`config.mk`:
```
export PLATFORM = sky130hd
export DESIGN_NAME = sysclk_ctrl
export DESIGN_NICKNAME = d
export VERILOG_FILES = /design/src/rtl/sysclk_ctrl.sv
export SDC_FILE = /design/constraint.sdc
export NUM_CORES = 1
export LEC_CHECK = 0
export BUFFER_PORTS_ARGS = -buffer_cell sky130_fd_sc_hd__buf_2
export CORE_MARGIN = 2
export CORE_UTILIZATION = 62
export CTS_CLUSTER_DIAMETER = 100
export DETAILED_ROUTE_END_ITERATION = 8
export PLACE_DENSITY_LB_ADDON = 0.3
export SKIP_LAST_GASP = 1
export SLEW_MARGIN = 20
export SYNTH_ARGS = -nofsm -noshare
export SYNTH_HDL_FRONTEND = slang
export SYNTH_SLANG_ARGS = --single-unit
```
`constraint.sdc`:
```
create_clock -name clk_in -period 3.4 [get_ports clk_in]
set_input_delay 0.68 -clock clk_in [delete_from_list [all_inputs] [get_ports clk_in]]
set_output_delay 0.68 -clock clk_in [all_outputs]
set_load 0.05 [all_outputs]
```
`src/rtl/sysclk_ctrl.sv`:
```
// sysclk_ctrl: CPU clock divider, delayed CPU reset and periodic timer channels with a combined IRQ
module sysclk_ctrl #(
  parameter int          OSC_CLOCK  = 12000000,
  parameter int          CPU_CLOCK  = 2000000,
  parameter int          RES_DELAY  = 4,
  parameter int          NCH        = 2,
  parameter logic [23:0] DEF_RELOAD = 24'd239999
) (
  input  logic           clk_in,
  input  logic           b_reset,
  output logic           sys_clk,
  output logic           sys_res,
  input  logic           cs,
  input  logic           rw,
  input  logic [3:0]     Address,
  input  logic [7:0]     DI,
  output logic [7:0]     DO,
  output logic           irq,
  output logic [NCH-1:0] tick
);
  localparam int          CLK_DIV_PERIOD = (OSC_CLOCK / CPU_CLOCK) / 2;
  localparam logic [23:0] DIV_LAST       = 24'(CLK_DIV_PERIOD - 1);
  localparam logic [7:0]  RES_INIT       = 8'(RES_DELAY);
  logic [23:0]    div_q, div_d;
  logic           sys_clk_q, sys_clk_d, sys_res_q, sys_res_d, irq_q, irq_d;
  logic [7:0]     rdly_q, rdly_d;
  logic [NCH-1:0] ctrl_q, ctrl_d, pend_q, pend_d, tick_q, tick_d, clr;
  logic [23:0]    reload_q [NCH];
  logic [23:0]    reload_d [NCH];
  logic [23:0]    tcnt_q [NCH];
  logic [23:0]    tcnt_d [NCH];
  logic           div_wrap, rise_en, wr, sw_rst;
  logic [7:0]     rd_data;
  always_comb begin
    div_wrap  = div_q == DIV_LAST;
    rise_en   = div_wrap & ~sys_clk_q;
    div_d     = div_wrap ? '0 : div_q + 24'd1;
    sys_clk_d = sys_clk_q ^ div_wrap;
    wr        = rise_en & cs & ~rw & ~sys_res_q;
    sw_rst    = wr && Address == 4'd0 && DI[7];
    rdly_d    = sw_rst ? RES_INIT : (rise_en && rdly_q != 8'd0) ? rdly_q - 8'd1 : rdly_q;
    sys_res_d = sw_rst | (sys_res_q & ~(rise_en & (rdly_q == 8'd0)));
    ctrl_d    = sw_rst ? '0 : (wr && Address == 4'd0) ? DI[NCH-1:0] : ctrl_q;
    clr       = (wr && Address == 4'd1) ? DI[NCH-1:0] : '0;
    irq_d     = |(pend_q & ctrl_q);
    tick_d    = '0;
    for (int c = 0; c < NCH; c++) begin
      tick_d[c]   = ctrl_q[c] && tcnt_q[c] == 24'd0;
      // a disabled channel tracks its reload so a new value applies on enable
      tcnt_d[c]   = (!ctrl_q[c] || tick_d[c]) ? reload_q[c] : tcnt_q[c] - 24'd1;
      reload_d[c] = reload_q[c];
      for (int b = 0; b < 3; b++)
        if (wr && int'(Address) == 4 * c + 4 + b) reload_d[c][8*b +: 8] = DI;
    end
    pend_d = sw_rst ? '0 : (pend_q & ~clr) | tick_d;
  end
  always_comb begin
    rd_data = '0;
    if (Address == 4'd0) rd_data[NCH-1:0] = ctrl_q;
    if (Address == 4'd1) rd_data[NCH-1:0] = pend_q;
    for (int c = 0; c < NCH; c++)
      for (int b = 0; b < 3; b++)
        if (int'(Address) == 4 * c + 4 + b) rd_data = reload_q[c][8*b +: 8];
  end
  always_ff @(posedge clk_in or negedge b_reset)
    if (!b_reset) begin
      div_q     <= '0;
      sys_clk_q <= 1'b0;
      sys_res_q <= 1'b1;
      rdly_q    <= RES_INIT;
      irq_q     <= 1'b0;
      ctrl_q    <= '0;
      pend_q    <= '0;
      tick_q    <= '0;
      for (int c = 0; c < NCH; c++) begin
        reload_q[c] <= DEF_RELOAD;
        tcnt_q[c]   <= DEF_RELOAD;
      end
    end else begin
      div_q     <= div_d;
      sys_clk_q <= sys_clk_d;
      sys_res_q <= sys_res_d;
      rdly_q    <= rdly_d;
      irq_q     <= irq_d;
      ctrl_q    <= ctrl_d;
      pend_q    <= pend_d;
      tick_q    <= tick_d;
      for (int c = 0; c < NCH; c++) begin
        reload_q[c] <= reload_d[c];
        tcnt_q[c]   <= tcnt_d[c];
      end
    end
  assign sys_clk = sys_clk_q;
  assign sys_res = sys_res_q;
  assign irq     = irq_q;
  assign tick    = tick_q;
  assign DO      = rd_data;
endmodule

```
-- Word-level counts from Yosys, hierarchy flattened
Cells that the tools add are included.
- add/subtract/negate cells: 4
- equal/unequal tests: 8
- multiplexer cells: 17
- bitwise gates (word level): 16
- reduce and logical (&&, ||, !) cells: 24
- operator list (operator ; count):
    two-way mux 24 bit ; 3
    two-way mux 8 bit ; 8
    logical NOT 24 bit ; 2
    subtractor 24 x 1 -> 24 bit, second input constant ; 2
    adder 24 x 1 -> 24 bit, second input constant ; 1
    == test 24 x 2 -> 1 bit, second input constant ; 1
    == test 4 bit, second input constant ; 6
    logical AND 1 bit ; 12
    two-way mux 2 bit ; 6
    logical NOT 8 bit ; 1
    nonzero test 8 bit ; 1
    subtractor 8 x 1 -> 8 bit, second input constant ; 1
    bitwise AND 1 bit ; 6
    bitwise AND 2 bit ; 2
    == test 4 x 1 -> 1 bit, second input constant ; 1
    logical NOT 4 bit ; 1
    NOT 1 bit ; 4
    nonzero test 2 bit ; 2
    logical NOT 1 bit ; 2
    logical OR 1 bit ; 2
    NOT 2 bit ; 1
    bitwise OR 2 bit ; 1
    OR reduction 2 bit ; 1
    bitwise OR 1 bit ; 1
    XOR 1 bit ; 1
- bits in registers: 137
- bits of input ports: 16
- word-level logic and storage cells: 85

-- Depth between registers and ports, before layout
Gate-level depths: netlist (run 1).
- depth in word-level cells: 11
- mapped depth: 11
- gate-level depth less buffers: 11

-- Least setup slack after synthesis (run 1)
No wires, ideal clock.
- kind: input to output
- start: input Address[2]
- end: output DO[1]
- arrival time: 2929 ps
- required time: 2720 ps
- slack: -209 ps
- stages: 6
- buffers on the path: 1
- cell sequence: clkbuf_1 -> or3b_2 -> a21oi_1 -> a31oi_1 -> o32a_1 -> o21ai_0
- cells in the longest elaborated chain, start to end: 9
- RTL lines (element ; line ; text):
    from (decl) ; 15 ; input logic [3:0] Address,
    logical NOT 4 bit ; 59 ; if (Address == 4'd0) rd_data[NCH-1:0] = ctrl_q;
    two-way mux 2 bit ; 59 ;
    two-way mux 2 bit ; 60 ; if (Address == 4'd1) rd_data[NCH-1:0] = pend_q;
    two-way mux 8 bit (5 in a row) ; 63 ; if (int'(Address) == 4 * c + 4 + b) rd_data = reload_q[c][8*b +: 8];
    two-way mux 8 bit * ; 63 ;
    to (decl) ; 17 ; output logic [7:0] DO,
Every way passes the cells marked *; elsewhere a longest branch is shown, timed or not.

-- Final worst setup path (run 1)
- start: register div_q[0]
- end: register reload_q[31] in the netlist's numbering
- cells in the longest elaborated chain, start to end: 6
- RTL lines (element ; line ; text):
    from (decl) ; 24 ; logic [23:0] div_q, div_d;
    from (signal assigned) ; 80 ; div_q <= div_d;
    == test 24 x 2 -> 1 bit ; 35 ; div_wrap = div_q == DIV_LAST;
    bitwise AND 1 bit ; 36 ; rise_en = div_wrap & ~sys_clk_q;
    bitwise AND 1 bit (3 in a row) ; 39 ; wr = rise_en & cs & ~rw & ~sys_res_q;
    logical AND 1 bit ; 53 ; if (wr && int'(Address) == 4 * c + 4 + b) reload_d[c][8*b +: 8] = DI;
    to (signal, indexed assignment) ; 89 ; reload_q[c] <= reload_d[c];
    to (decl) ; 28 ; logic [23:0] reload_q [NCH];
Every way passes these cells.
A chain may end at the register's enable or synchronous reset.

==> key figures, run 1 <==
Route
  – DRC Markers: 0
  – Drt first-iter violations: 434
  – Drt pass-1 iters: 5
  – Routed wire length: 15.97 mm
  – DR vias: 5255
  – DR vias/cell: 6.118
  – Avg WL per Cell: 18.59 µm
  – Routed Antenna Nets: 0

Timing
  – Fmax: 323.5 MHz
  – Pins Over Slew Limit: 0
  – Final setup viols: 0
  – Slew of the pin with the lowest slew margin: 0.7084 ns
  – Clock skew: 0.009795 ns
  – Fin crit period: 3.091 ns
  – Final hold vios: 0
  – Hold slack: 0.1387 ns
  – Final setup TNS: 0 ns
  – Post-route setup slack: 0.3093 ns
  – RSZ-0062 raised after global routing: yes
  – Fin crit share: 0.9090
  – Max-slew headroom: 0.5217

Synth
  – Xor/xnor cell area share of the yosys netlist: 0.08547
  – Largest cells by area after synthesis: dfrtp_1 30%, dfstp_2 21%, mux2_2 6.6%
  – Synth Area in Compound Gates: 0.1057
  – Ys async rst share: 1.000
  – Synthesized instance count: 676
  – EDFF count, synth: 0
  – Syn Area/Cell: 10.16 µm²
  – Synthesis-stage register bit count: 137
  – Mux share of post-synthesis cell area: 0.07873
  – Ys flop type: dfrtp_1
  – Seq/Total Area, Yosys: 0.5092
  – Area share of and/or/nand/nor cells after synthesis: 0.1782
  – Synth Cell Area: 0.006865 mm²
  – Syn nets: 700
  – Cell accounting for the most synthesized area: dfrtp_1
  – Synth warnings: 0
  – Post-synthesis adder-cell area fraction: 0.01458
  – Post-synth top area share: 0.3025
  – Largest family of logic cells by synthesized area: simple AND/OR/NAND/NOR gates
  – Post-synthesis cell type count: 56

Die
  – CORE AREA: 0.01084 mm²
  – Die width: 109.2 µm
  – Starting Density: 0.6333
  – Die Y: 109.2 µm
  – I/O pins: 29
  – Rows: 38
  – Die Area: 0.01193 mm²

Clocking
  – Clk_lat worst skew: 0.54 ns
  – Clk root buf: clkbuf_8
  – Clock buffer count from CTS: 17
  – CTS Hold Bufs: 0
  – Clock Sinks: 137
  – H-tree levels: 4
  – CTS tree: built
  – Worst-path clk slew: 0.06 ns
  – CTS Buffer Depth: 2

Placed design
  – GPL Wtd Cong: 0.9562
  – HPWL after DPL: 10.84 mm
  – Area after DPL: 0.007156 mm²
  – IO buf count: 28
  – Pre-CTS WS: 0.2910 ns

Outcome
  – Status: finished clean

Setup path
  – Endpoint class of the critical path: flip-flop
  – Worst Path Arrival: 3.52 ns
  – Worst EP required: 3.82 ns
  – CP Class: flip-flop to flip-flop
  – CP max stage delay: 0.41 ns
  – Worst path most repeated cell: ha_1
  – Startpoint Class: flip-flop
  – Slowest-stage cell, CP: dfrtp_1
  – Crit path max fanout: 10
  – Cell Chain, Critical Path: inv_1 -> ha_1 -> nor4b_1 -> nand4_1 -> nor2_1 -> ha_1 -> nand4bb_1 -> nor3_1 -> nand2_1 -> mux2_2

Finish
  – Design area: 0.007838 mm²
  – P&R area growth vs syn: 14.16%
  – Share of cells above drive strength 1: 0.2364
  – FILL cells: 719
  – ANT cells: 0
  – Layout net count: 730

Global routing
  – First-pass GRT wire length: 26.52 mm
  – Vias in the first global route: 5385
  – GRT overflow: 0
  – Initial antenna violation count: 0
  – GRT Util Overall: 0.2961
  – Largest net degree at the start of global routing: 69

Power
  – LEAKAGE: 3.451 nW
  – Total power: 4.597 mW
  – PwrDens: 586.5 mW/mm²
  – Worst VDD drop: 0.5099 mV

Hold path
  – HP Class: input port to async pin

Job
  – Max-cap violation count: 0
==> cells in the mapped netlist (2+ instances only) <==
master and number:
o21ai_0 56, or2_2 2, buf_1 3, o32a_1 4, buf_6 3, and3_1 4
dfstp_2 54, nand4_1 3, mux2_2 40, nor3_1 24, clkbuf_1 18, a31oi_1 3
o22ai_1 2, nor2b_1 3, nand2b_1 8, or3_1 11, or4b_2 2, nor3b_1 2
nand2_1 88, ha_1 8, nor2_1 53, inv_1 18, or4_1 6, xor2_1 19
a22oi_1 7, a21oi_1 16, dfrtp_1 83, xnor2_1 48, and4_1 2, o21ai_1 8
a21o_1 4, nor4_1 20, o31ai_1 4, a222oi_1 2, and2_1 2, a32oi_1 2
nand3b_1 3, nand3_1 15, mux2i_1 9
==> stage by stage <==
stage | util | std cells
after global routing | 0.7230 | 859
after detailed placement | 0.6601 | 827
after floorplan | - | 676
after global placement | 0.6601 | 827
final | 0.7230 | 859
after CTS | 0.7224 | 859
==> cell usage in the layout, fill, tap and decap left out, types with 6 or more instances in the layout <==
| cell | count |
|---|---|
| nand2b_1 | 8 |
| inv_1 | 18 |
| nor2_1 | 53 |
| a22oi_1 | 7 |
| o21ai_1 | 9 |
| xnor2_1 | 48 |
| buf_2 | 27 |
| a21oi_1 | 16 |
| nand2_1 | 88 |
| dfstp_2 | 54 |
| nand3_1 | 15 |
| dfrtp_1 | 83 |
| mux2i_1 | 9 |
| buf_4 | 8 |
| xor2_1 | 19 |
| o21ai_0 | 55 |
| or4_1 | 6 |
| nor3_1 | 24 |
| mux2_2 | 40 |
| clkbuf_16 | 16 |
| or3_1 | 11 |
| ha_1 | 8 |
| nor4_1 | 20 |
| bufinv_16 | 6 |
==> critical path: cells and delay by family, from the launching register on <==
family	cells	cell delay, ns
muxes	1	0.37
and+or+nand+nor	6	1.69
adders and majority gates	2	0.45
buffers and inverters	1	0.07
DFF	1	0.41
==> cells by family (layout without fill, tap and decap cells) <==
group	after synthesis	after routing
AND/OR/NAND/NOR	253	253
flip-flops	137	137
AO/OA/AOI/OAI	118	118
XOR/XNOR	67	67
multiplexers	49	49
buffers and inverters	44	87
adder cells (fa/ha/maj)	8	8
==> path summary, 6_finish.rpt <==
| check | startpoint | to | slack, ns | depth (start not counted) |
|---|---|---|---|---|
| max in group asynchronous | b_reset | sys_res | 2.47 | 2 |
| hold reg to reg | reload_q[40] | tcnt_q[40] | 0.49 | 2 |
| setup reg to reg | div_q[0] | reload_q[31] | 0.31 | 10 |
| hold / removal | b_reset | tcnt_q[44] | 0.14 | 1 |
| min in group clk_in | DI[0] | reload_q[16] | 0.42 | 2 |
| setup / recovery | div_q[0] | reload_q[31] | 0.31 | 10 |
==> flip-flops by register name, indices dropped and copies added (netlist names) <==
signal and cells:
tick 2, div_q 24, irq 1, sys_clk 1, sys_res 1, ctrl_q 2
tcnt_q 48, reload_q 48, rdly_q 8, pend_q 2
==> timing repair <==
item / in CTS / in global routing
resized for setup: 0 / 1
endpoints found under the setup margin: 0 / 19
setup buffers: 0 / 0
==> metal layers <==
metal | vias up | global-route usage | part of all wire
met1 | 2586 | 0.4044 | 0.44
met4 | 0 | 0.1266 | 0.025
met5 | - | 0 | 0
li1 | 2436 | - | -
met3 | 38 | 0.07472 | 0.068
met2 | 195 | 0.4512 | 0.47
==> power by group <==
part           internal [mW]  switching, mW
Clock                   1.40          0.691
Sequential              1.74         0.0841
Combinational          0.276          0.409
Total                   3.41           1.18
==> layout make-up <==
class                      count  area (µm²)  area share
clock buffer                  21       459.2     0.05859
clock inverter                11       216.5     0.02762
inverter                      18       67.56    0.008621
multi-input combinational    495        3197      0.4079
sequential                   137        3496      0.4460
tap                          140       175.2     0.02235
timing repair buffer          37       226.5     0.02890
(Power assumes the default switching activity.)
==> run 2, diff against run 1 <==
--- a/config.mk
+++ b/config.mk
@@ -10,7 +10,7 @@
 export CORE_UTILIZATION = 62
 export CTS_CLUSTER_DIAMETER = 100
 export DETAILED_ROUTE_END_ITERATION = 8
-export PLACE_DENSITY_LB_ADDON = 0.3
+export PLACE_DENSITY_LB_ADDON = 0.12
 export SKIP_LAST_GASP = 1
 export SLEW_MARGIN = 20
 export SYNTH_ARGS = -nofsm -noshare
==> run 2 against run 1 <==
Design area down 1.2%; sequential share of layout area increased by 0.53 points; worst hold slack lost 0.029 ns; global-route usage is 0.052 points higher; first-iteration DRC count grew 11%; via count down 0.38%; largest cell class unchanged; highest routed layer unchanged.
==> key figures, run 2 (synthesis results as in run 1) <==
Outcome
  – Status: finished clean

Route
  – DRC Markers: 0
  – DR vias: 5235
  – DR vias/cell: 6.087
  – Drt first-iter violations: 483
  – Routed wire length: 15.97 mm
  – Routed Antenna Nets: 0
  – Avg WL per Cell: 18.57 µm
  – Drt pass-1 iters: 5

Timing
  – Pins Over Slew Limit: 0
  – Post-route setup slack: 0.2272 ns
  – Fin crit period: 3.173 ns
  – Hold slack: 0.1092 ns
  – Fin crit share: 0.9332
  – Fmax: 315.2 MHz
  – Clock skew: 0.007708 ns
  – RSZ-0062 raised after global routing: yes
  – Final setup viols: 0
  – Final hold vios: 0
  – Slew of the pin with the lowest slew margin: 0.7730 ns
  – Max-slew headroom: 0.4781

Global routing
  – GRT overflow: 0
  – Vias in the first global route: 5362
  – First-pass GRT wire length: 26.68 mm
  – Largest net degree at the start of global routing: 65
  – GRT Util Overall: 0.2966
  – Met3 track demand over resource: 0.07591
  – M1 GR Usage: 0.4008
  – Met2 Resource Use GR: 0.4667
  – Layer carrying the most global-route usage: met2
  – Initial antenna violation count: 0

Finish
  – Multi-input logic area: 0.003191 mm²
  – Commonest cells after routing, fill and taps aside: 88 x nand2_1, 83 x dfrtp_1, 55 x o21ai_0, 54 x dfstp_2, 53 x nor2_1
  – ANT cells: 0
  – Seq. cell area: 0.003496 mm²
  – Share of cells above drive strength 1: 0.2333
  – Biggest regs: reload_q (48), tcnt_q (48), div_q (24)
  – Layout net count: 731
  – FILL cells: 798
  – Most common cell after layout, fill and taps aside: nand2_1
  – P&R area growth vs syn: 12.81%

Placed design
  – IO buf count: 28
  – HPWL after DPL: 11.22 mm
  – Pre-CTS WS: 0.3344 ns
  – GPL Wtd Cong: 0.9188

Clocking
  – CTS Hold Bufs: 0
  – Clk root buf: clkbuf_8
  – H-tree levels: 4
  – Clock Sinks: 137
  – Worst-path clk slew: 0.06 ns
  – Clock buffer count from CTS: 17
  – CTS Buffer Depth: 2
  – Post_cts resized: 0
  – CTS tree: built
  – Clk_lat worst skew: 0.54 ns
  – Postcts setup bufs: 0

Power
  – Clock share of power: 0.414
  – PwrDens: 553.5 mW/mm²
  – LEAKAGE: 3.414 nW
  – Seq pwr share: 0.425
  – Combinational power share: 0.161
  – Worst VDD drop: 0.3675 mV
  – Switching power share of the total: 0.2696
  – Int Power: 3.131 mW
  – Net Switching: 1.156 mW

Setup path
  – Endpoint class of the critical path: flip-flop
  – Startpoint Class: flip-flop
  – Worst Path Arrival: 3.59 ns
  – Reg2Reg Capture Point: reload_q[7]
  – Reg2Reg Setup Slack: 0.23 ns
  – Crit path max fanout: 10
  – Number of cells on the worst reg-to-reg path: 10
  – Worst EP required: 3.82 ns
  – Reg-to-reg startpoint: div_q[0]
  – CP Class: flip-flop to flip-flop

Die
  – I/O pins: 29
  – Die Y: 109.2 µm
  – CORE AREA: 0.01084 mm²
  – Starting Density: 0.6333
  – Die Area: 0.01193 mm²
  – Die width: 109.2 µm
  – Rows: 38

Hold path
  – HP Class: input port to async pin

Job
  – Max-cap violation count: 0
run 2: worst max path at each step:
| stage | startpoint | to |
|---|---|---|
| floorplan | Address[2] | DO[0] |
| global placement | Address[2] | DO[1] |
| detailed placement | Address[2] | DO[1] |
| CTS | div_q[0] | reload_q[7] |
| global route | div_q[0] | reload_q[7] |
| finish | div_q[0] | reload_q[7] |
run 2: power groups by stage:
stage | Sequential (mW) | Clock, mW | Combinational, mW
6_report | 1.82 | 1.78 | 0.691
4_1_cts | 1.82 | 1.81 | 0.687
3_5_place_dp | 1.84 | 0 | 0.679
2_1_floorplan | 1.82 | 0 | 0.509
3_3_place_gp | 1.84 | 0 | 0.661
5_1_grt | 1.83 | 1.88 | 0.771
run 2: critical path, cell delays in order (launching register included):
cell,delay (ns)
dfrtp_1,0.42
inv_1,0.08
ha_1,0.14
nor4b_1,0.38
nand4_1,0.15
nor2_1,0.27
ha_1,0.30
nand4bb_1,0.21
nor3_1,0.38
nand2_1,0.36
mux2_2,0.36
run 2: routing by layer:
layer	part of all wire	up-vias	routed length, µm
li1	-	2451	-
met1	0.45	2621	7214
met2	0.47	142	7583
met3	0.058	21	926
met4	0.015	0	244
met5	0	-	0
run 2: cell type report:
type                       count  share of cell area
clock buffer                  24             0.06204
clock inverter                 8             0.01195
inverter                      18            0.008724
multi-input combinational    495              0.4120
sequential                   137              0.4514
tap                          140             0.02262
timing repair buffer          38             0.03134
run 2: stage by stage:
step	total power [mW]	instances	util	instance area, µm²	TNS (ns)
after floorplan	2.330	676	-	6865	0
after global placement	2.500	828	0.6616	7172	0
after detailed placement	2.522	828	0.6616	7172	0
after CTS	4.318	860	0.7145	7745	0
after global routing	4.479	860	0.7145	7745	-0.2564
final	4.287	860	0.7145	7745	0
